--- src/rtl/conv_pkg.sv ---
// conv_pkg: K=3 rate-1/2 code constants and frame FSM state type,
// shared by the frame transmitter and the Viterbi decoder.
package conv_pkg;

    typedef enum logic [1:0] {
        ST_IDLE,
        ST_DATA,
        ST_TAIL
    } state_t;

    localparam int K        = 3;
    localparam int TAIL_LEN = 2;

    localparam logic [K-1:0] G0_DEF = 3'b111;
    localparam logic [K-1:0] G1_DEF = 3'b101;

    function automatic logic parity(input logic [K-1:0] v);
        return ^v;
    endfunction

endpackage

--- src/rtl/conv_enc_core.sv ---
// conv_enc_core: combinational K=3 encoder step, producing one 2-bit
// symbol and the next shift-register state from the current state and input bit.
module conv_enc_core
    import conv_pkg::*;
#(
    parameter logic [K-1:0] G0 = G0_DEF,
    parameter logic [K-1:0] G1 = G1_DEF
) (
    input  logic         i_b,
    input  logic [K-2:0] i_sr,
    output logic [1:0]   o_sym,
    output logic [K-2:0] o_sr_nxt
);

    logic [K-1:0] w_taps;

    assign w_taps   = {i_b, i_sr};
    assign o_sym    = {parity(G0 & w_taps), parity(G1 & w_taps)};
    assign o_sr_nxt = w_taps[K-1:1];

endmodule

--- src/rtl/conv_frame_tx.sv ---
// conv_frame_tx: frames a bit stream into FRAME_LEN data symbols plus
// TAIL_LEN zero-flush symbols through a registered valid/ready output stage.
module conv_frame_tx
    import conv_pkg::*;
#(
    parameter int           FRAME_LEN = 256,
    parameter logic [K-1:0] G0        = G0_DEF,
    parameter logic [K-1:0] G1        = G1_DEF
) (
    input  logic        clk,
    input  logic        rst,
    input  logic        in_valid,
    input  logic        in_bit,
    output logic        in_ready,
    output logic        out_valid,
    output logic [1:0]  out_sym,
    output logic        out_sof,
    output logic        out_eof,
    input  logic        out_ready,
    output logic        busy,
    output logic [15:0] frame_ct
);

    localparam int          TAIL_W = $clog2(TAIL_LEN);
    localparam logic [15:0] LEN    = 16'(FRAME_LEN);

    state_t              r_state, w_state_nxt;
    logic [15:0]         r_bit_cnt, w_bit_cnt_nxt;
    logic [TAIL_W-1:0]   r_tail_idx, w_tail_idx_nxt;
    logic [K-2:0]        r_sr, w_sr_nxt;
    logic                r_out_valid, r_out_sof, r_out_eof;
    logic [1:0]          r_out_sym, w_sym;
    logic [15:0]         r_frame_ct, w_cnt_inc;
    logic                w_free, w_acc, w_tail_ld, w_last_tail, w_last_bit, w_b;

    assign w_free      = !r_out_valid || out_ready;
    assign in_ready    = !rst && r_state != ST_TAIL && w_free;
    assign w_acc       = in_valid && in_ready;
    assign w_tail_ld   = !rst && r_state == ST_TAIL && w_free;
    assign w_last_tail = r_tail_idx == TAIL_W'(TAIL_LEN - 1);
    assign w_cnt_inc   = r_state == ST_IDLE ? 16'd1 : r_bit_cnt + 16'd1;
    assign w_last_bit  = w_cnt_inc == LEN;
    // Tail symbols flush the encoder with zeros so every frame ends in sr=00.
    assign w_b         = r_state != ST_TAIL && in_bit;

    conv_enc_core #(
        .G0(G0),
        .G1(G1)
    ) u_core (
        .i_b     (w_b),
        .i_sr    (r_sr),
        .o_sym   (w_sym),
        .o_sr_nxt(w_sr_nxt)
    );

    always_comb begin
        w_state_nxt    = r_state;
        w_bit_cnt_nxt  = r_bit_cnt;
        w_tail_idx_nxt = r_tail_idx;
        if (w_acc) begin
            w_bit_cnt_nxt = w_cnt_inc;
            w_state_nxt   = w_last_bit ? ST_TAIL : ST_DATA;
        end else if (w_tail_ld) begin
            w_tail_idx_nxt = w_last_tail ? '0 : r_tail_idx + 1'b1;
            w_state_nxt    = w_last_tail ? ST_IDLE : ST_TAIL;
            w_bit_cnt_nxt  = w_last_tail ? '0 : r_bit_cnt;
        end
    end

    always_ff @(posedge clk) begin
        if (rst) begin
            r_state    <= ST_IDLE;
            r_bit_cnt  <= '0;
            r_tail_idx <= '0;
        end else begin
            r_state    <= w_state_nxt;
            r_bit_cnt  <= w_bit_cnt_nxt;
            r_tail_idx <= w_tail_idx_nxt;
        end
    end

    // A new symbol is loaded only when the output register is free, so nothing is overwritten.
    always_ff @(posedge clk) begin
        if (rst) begin
            r_sr        <= '0;
            r_out_valid <= 1'b0;
            r_out_sym   <= '0;
            r_out_sof   <= 1'b0;
            r_out_eof   <= 1'b0;
            r_frame_ct  <= '0;
        end else begin
            if (w_acc || w_tail_ld) begin
                r_sr        <= w_sr_nxt;
                r_out_valid <= 1'b1;
                r_out_sym   <= w_sym;
                r_out_sof   <= w_acc && r_state == ST_IDLE;
                r_out_eof   <= w_tail_ld && w_last_tail;
            end else if (out_ready) begin
                r_out_valid <= 1'b0;
                r_out_sym   <= '0;
                r_out_sof   <= 1'b0;
                r_out_eof   <= 1'b0;
            end
            if (r_out_valid && out_ready && r_out_eof)
                r_frame_ct <= r_frame_ct + 16'd1;
        end
    end

    assign out_valid = r_out_valid;
    assign out_sym   = r_out_sym;
    assign out_sof   = r_out_sof;
    assign out_eof   = r_out_eof;
    assign busy      = r_state != ST_IDLE;
    assign frame_ct  = r_frame_ct;

    a_hold: assert property (@(posedge clk) disable iff (rst)
        r_out_valid && !out_ready |=> r_out_valid && $stable(r_out_sym) && $stable(r_out_sof) && $stable(r_out_eof));
    a_sof_eof: assert property (@(posedge clk) !(r_out_sof && r_out_eof));

endmodule

--- config.mk ---
export PLATFORM = sky130hd
export DESIGN_NAME = conv_frame_tx
export DESIGN_NICKNAME = d
export VERILOG_FILES = /design/src/rtl/conv_pkg.sv /design/src/rtl/conv_enc_core.sv /design/src/rtl/conv_frame_tx.sv
export SDC_FILE = /design/constraint.sdc
export NUM_CORES = 1
export LEC_CHECK = 0
export CAP_MARGIN = 20
export CORE_MARGIN = 2
export CORE_UTILIZATION = 59
export DETAILED_ROUTE_END_ITERATION = 7
export HOLD_SLACK_MARGIN = 0.1
export PLACE_DENSITY = 0.84
export RECOVER_POWER = 25
export SLEW_MARGIN = 20
export SYNTH_ARGS = -nofsm -noshare
export SYNTH_HDL_FRONTEND = slang
export SYNTH_SLANG_ARGS = --single-unit
export TNS_END_PERCENT = 30
--- constraint.sdc ---
create_clock -name clk -period 3.15 [get_ports clk]
set_input_delay 0.63 -clock clk [delete_from_list [all_inputs] [get_ports clk]]
set_output_delay 0.63 -clock clk [all_outputs]
set_load 0.05 [all_outputs]
==> summary.md <==
| Metric | Value |
|---|---|
| Leading register cell type out of synthesis | dfxtp_1 |
| Antenna cells | 0 |
| Clock transition at path regs | 0.08 ns |
| Slew margin rel. | between 30% and 40% |
| Setup_tns | 0 ns |
| Final Hold Slack | between 0.4 and 0.5 ns |
| DRT iter0 DRCs | 128 |
| Layout area overhead | 19.51% |
| CTS tree | yes |
| Clock Sinks | 42 |
| IO buf count | 27 |
| Setup bufs post-CTS | 0 |
| CP max stage delay | 0.74 ns |
| Die Span Y | ~65 um |
| Max rail drop VDD | approximately 0.29 mV |
| Residual DRC | 0 |
| First-pass GRT wire length | 7824 um |
| F_max | 0.3754 GHz |
| Final Skew | ~0.0066 ns |
| R2r setup slk | 0.96 ns |
| Crit share post-route | a little over four fifths |
| WS Path Type | in2reg |
| Reg-to-reg endpoint | r_state[0] |
| Post-Synth XOR/XNOR Area | 9.666% |
| HP Class | reg2reg |
| Layout cells sized above 1 | 8.532% |
| Mapped Nets | 270 |
| Most used cell, CP | a21oi_1 |
| Sequential area share after synthesis | 38.67% |
| Number of hold-repair buffers added at the cts stage | 0 |
| Avg Vias per Cell | approximately 5.7 |
| Worst EP arrival | about 2.9 ns |
| Main combinational cell family by area after synthesis | simple AND/OR/NAND/NOR gates |
| Largest net degree at the start of global routing | 25 |
| RD Place Congestion | 0.8894 |
| GR Util All Layers | 23.54% |
| WL/cell | approximately 13 um |
| Crit path time final | 2.664 ns |
| Final hold vios | 0 |
| Hpwl dp | ~3200 um |
| CTS max path bufs | 2 |
| Final ANT Viol Nets | 0 |
| Ys async rst share | 0% |
| Yosys top cell area share | 38.67% |
| Die ar. | 4187 um^2 |
| Routed WL | 4536 um |
| Area leader, netlist | dfxtp_1 |
| Synth Area in Adders | under 10% |
| CP startpoint kind | primary input |
| Synth warn | 0 |
| Worst R2R Path Depth | 7 |
| Clk_lat worst skew | 0.29 ns |
| RSZ-0062 raised after global routing | false |
| Final setup vio count | 0 |
| Post-Synth Simple-Gate Area | between 30% and 40% |
| Yosys reg bits | 42 |
| Reg2reg start | r_bit_cnt[0] |
| Die width | 64.71 um |
| MaxCap Viol Count | 0 |
| Mean Syn Cell Area | 8.268 um^2 |
| Vias | 1,937 |
| Clk root buf | clkbuf_8 |
| Synth area leaders | dfxtp_1 (39%), nor2_1 (7.4%), xor2_1 (5.6%) |
| Pins over their slew limit | 0 |
| Initial antenna violation count | 0 |
| Synthesized instance count | 263 |
| Setup crit end kind | register |
| Critical Path RT | 3.38 ns |
| Endpoint, Worst Hold | out_sym[1] |
| Worst-margin pin slew | 0.9192 ns |
| Worst hold start | out_sym[1] |
| Slowest cell on the critical path | a21oi_1 |
| Pwr/cell area | 370.5 nW/um^2 |
| Cts repair resizes | 0 |
| Outcome | complete, no violations |
| Post-synth cell types | between 40 and 50 |
| Post-synth EDFFs | 0 |
| Nets | ~300 |
| First-pass detailed-route iteration total | 4 |
| Crit path cell chain | dlygate4sd3_1 > nor2b_1 > nor4b_2 > a21oi_1 > o21ai_0 > a21oi_1 |
| Post-Synthesis Cell Area | 2175 um^2 |
| Crit path buffers/inverters | 1 |
| Synth Area in Compound Gates | ~15% |
| Number of global-route vias before repair | approximately 1,800 |
| Crit Path Max Fanout | 11 |
| Grt total ovfl | 0 |
| Core Region | between 3000 and 4000 um^2 |
| Ports | 28 |
| CTS H-tree depth | 2 |
| Initial core utilization | 60.31% |
| Static Leakage | 0.0009062 uW |
| Cts bufs inserted | 5 |
| Post-synthesis mux area share | 0.9206% |
| Hold Path Cell Cnt | 2 |
| Top Family by Delay on Critical Path | compound AO/OA/AOI/OAI gates |
| # rows | 22 |
layout by cell type (no fill, tap or decap), types with 2 or more instances in the layout:
cell / Yosys / layout
nor2_1: 43 / 43
nand4_1: 5 / 5
ha_1: 2 / 2
xor2_1: 14 / 14
a22oi_1: 10 / 10
o21ai_0: 13 / 13
o21ai_1: 2 / 2
a21oi_1: 17 / 17
xnor2_1: 10 / 10
dfxtp_1: 42 / 42
mux2i_1: 2 / 2
nand3_1: 10 / 10
nor3_2: 3 / 3
buf_4: 0 / 5
nor4_1: 5 / 5
clkbuf_8: 0 / 5
a31oi_1: 3 / 3
nand2_1: 19 / 19
nand2b_1: 2 / 2
nor2b_1: 2 / 2
nor3_1: 9 / 9
and2_1: 2 / 2
or3_1: 8 / 8
clkbuf_1: 8 / 2
inv_1: 6 / 6
and3_1: 4 / 4
clkdlybuf4s50_1: 0 / 20
dlygate4sd3_1: 0 / 6
flip-flops by register name (all words and copies together) (netlist names):
register,count
r_tail_idx,1
out_valid,1
r_sr,2
r_bit_cnt,16
frame_ct,16
out_sym,2
out_sof,1
out_eof,1
r_state,2
synthesized netlist by cell type (2+ instances only):
| master | instances |
|---|---|
| nor2_1 | 43 |
| dfxtp_1 | 42 |
| nand2_1 | 19 |
| a21oi_1 | 17 |
| xor2_1 | 14 |
| o21ai_0 | 13 |
| a22oi_1 | 10 |
| nand3_1 | 10 |
| xnor2_1 | 10 |
| nor3_1 | 9 |
| clkbuf_1 | 8 |
| or3_1 | 8 |
| inv_1 | 6 |
| nand4_1 | 5 |
| nor4_1 | 5 |
| and3_1 | 4 |
| a31oi_1 | 3 |
| nor3_2 | 3 |
| and2_1 | 2 |
| buf_2 | 2 |
| ha_1 | 2 |
| mux2i_1 | 2 |
| nand2b_1 | 2 |
| nor2b_1 | 2 |
| o21ai_1 | 2 |
worst register-to-register path: cells and delay by family (launching register included):
| kind | cells | cell delay (ns) |
|---|---|---|
| AOI/OAI and AO/OA | 2 | 0.45 |
| adders and majority gates | 1 | 0.30 |
| DFF | 1 | 0.42 |
| and+or+nand+nor | 4 | 0.92 |
routing by layer:
metal | vias up | global-route usage (%) | part of all wire (%)
li1 | 992 | - | -
met1 | 899 | 32.24 | 48
met2 | 42 | 36.98 | 46
met3 | 4 | 5.208 | 4.3
met4 | 0 | 7.181 | 0.84
met5 | - | 0 | 0
layout make-up:
class                      count  area, um^2
timing repair buffer          33       321.6
clock inverter                 2       13.76
clock buffer                   6       72.57
multi-input combinational    204        1267
fill                         287        1007
inverter                       6       22.52
sequential                    42       840.8
tap                           48       60.06
metrics by stage:
| step | std cells | util (%) | area [um^2] | power, uW | setup WS [ns] |
|---|---|---|---|---|---|
| global route | 341 | 72.07 | 2599 | 1001 | 0.2514 |
| finish | 341 | 72.07 | 2599 | 962.8 | 0.4859 |
| detailed placement | 333 | 69.78 | 2516 | 632.2 | 0.3346 |
| global placement | 333 | 69.78 | 2516 | 631.3 | 0.4389 |
| floorplan | 263 | - | 2175 | 603.6 | 0.5741 |
| CTS | 341 | 72.17 | 2603 | 970.5 | 0.6076 |
worst max path at each step:
stage          slack [ns]            to      start  depth (start not counted)
2_1_floorplan        0.57      in_ready        rst                          2
3_3_place_gp         0.44  r_bit_cnt[2]  out_ready                          6
3_5_place_dp         0.33  r_bit_cnt[3]  out_ready                          6
4_1_cts              0.61      in_ready        rst                          4
5_1_grt              0.25  r_bit_cnt[3]  out_ready                          6
6_report             0.49  r_bit_cnt[3]  out_ready                          6
where the power goes:
part	internal (uW)	total (uW)	switching, uW
logic	27.9	78.8	50.9
registers	536	540	4.68
clock network	156	344	187
total	720	963	243
cell families (layout without fill, tap and decap cells):
group | count (synthesis) | after routing
AO/OA/AOI/OAI | 52 | 52
XOR/XNOR | 24 | 24
adder cells (fa/ha/maj) | 2 | 2
buffers and inverters | 17 | 47
flip-flops | 42 | 42
multiplexers | 2 | 2
AND/OR/NAND/NOR | 124 | 124
(Power assumes the default switching activity.)
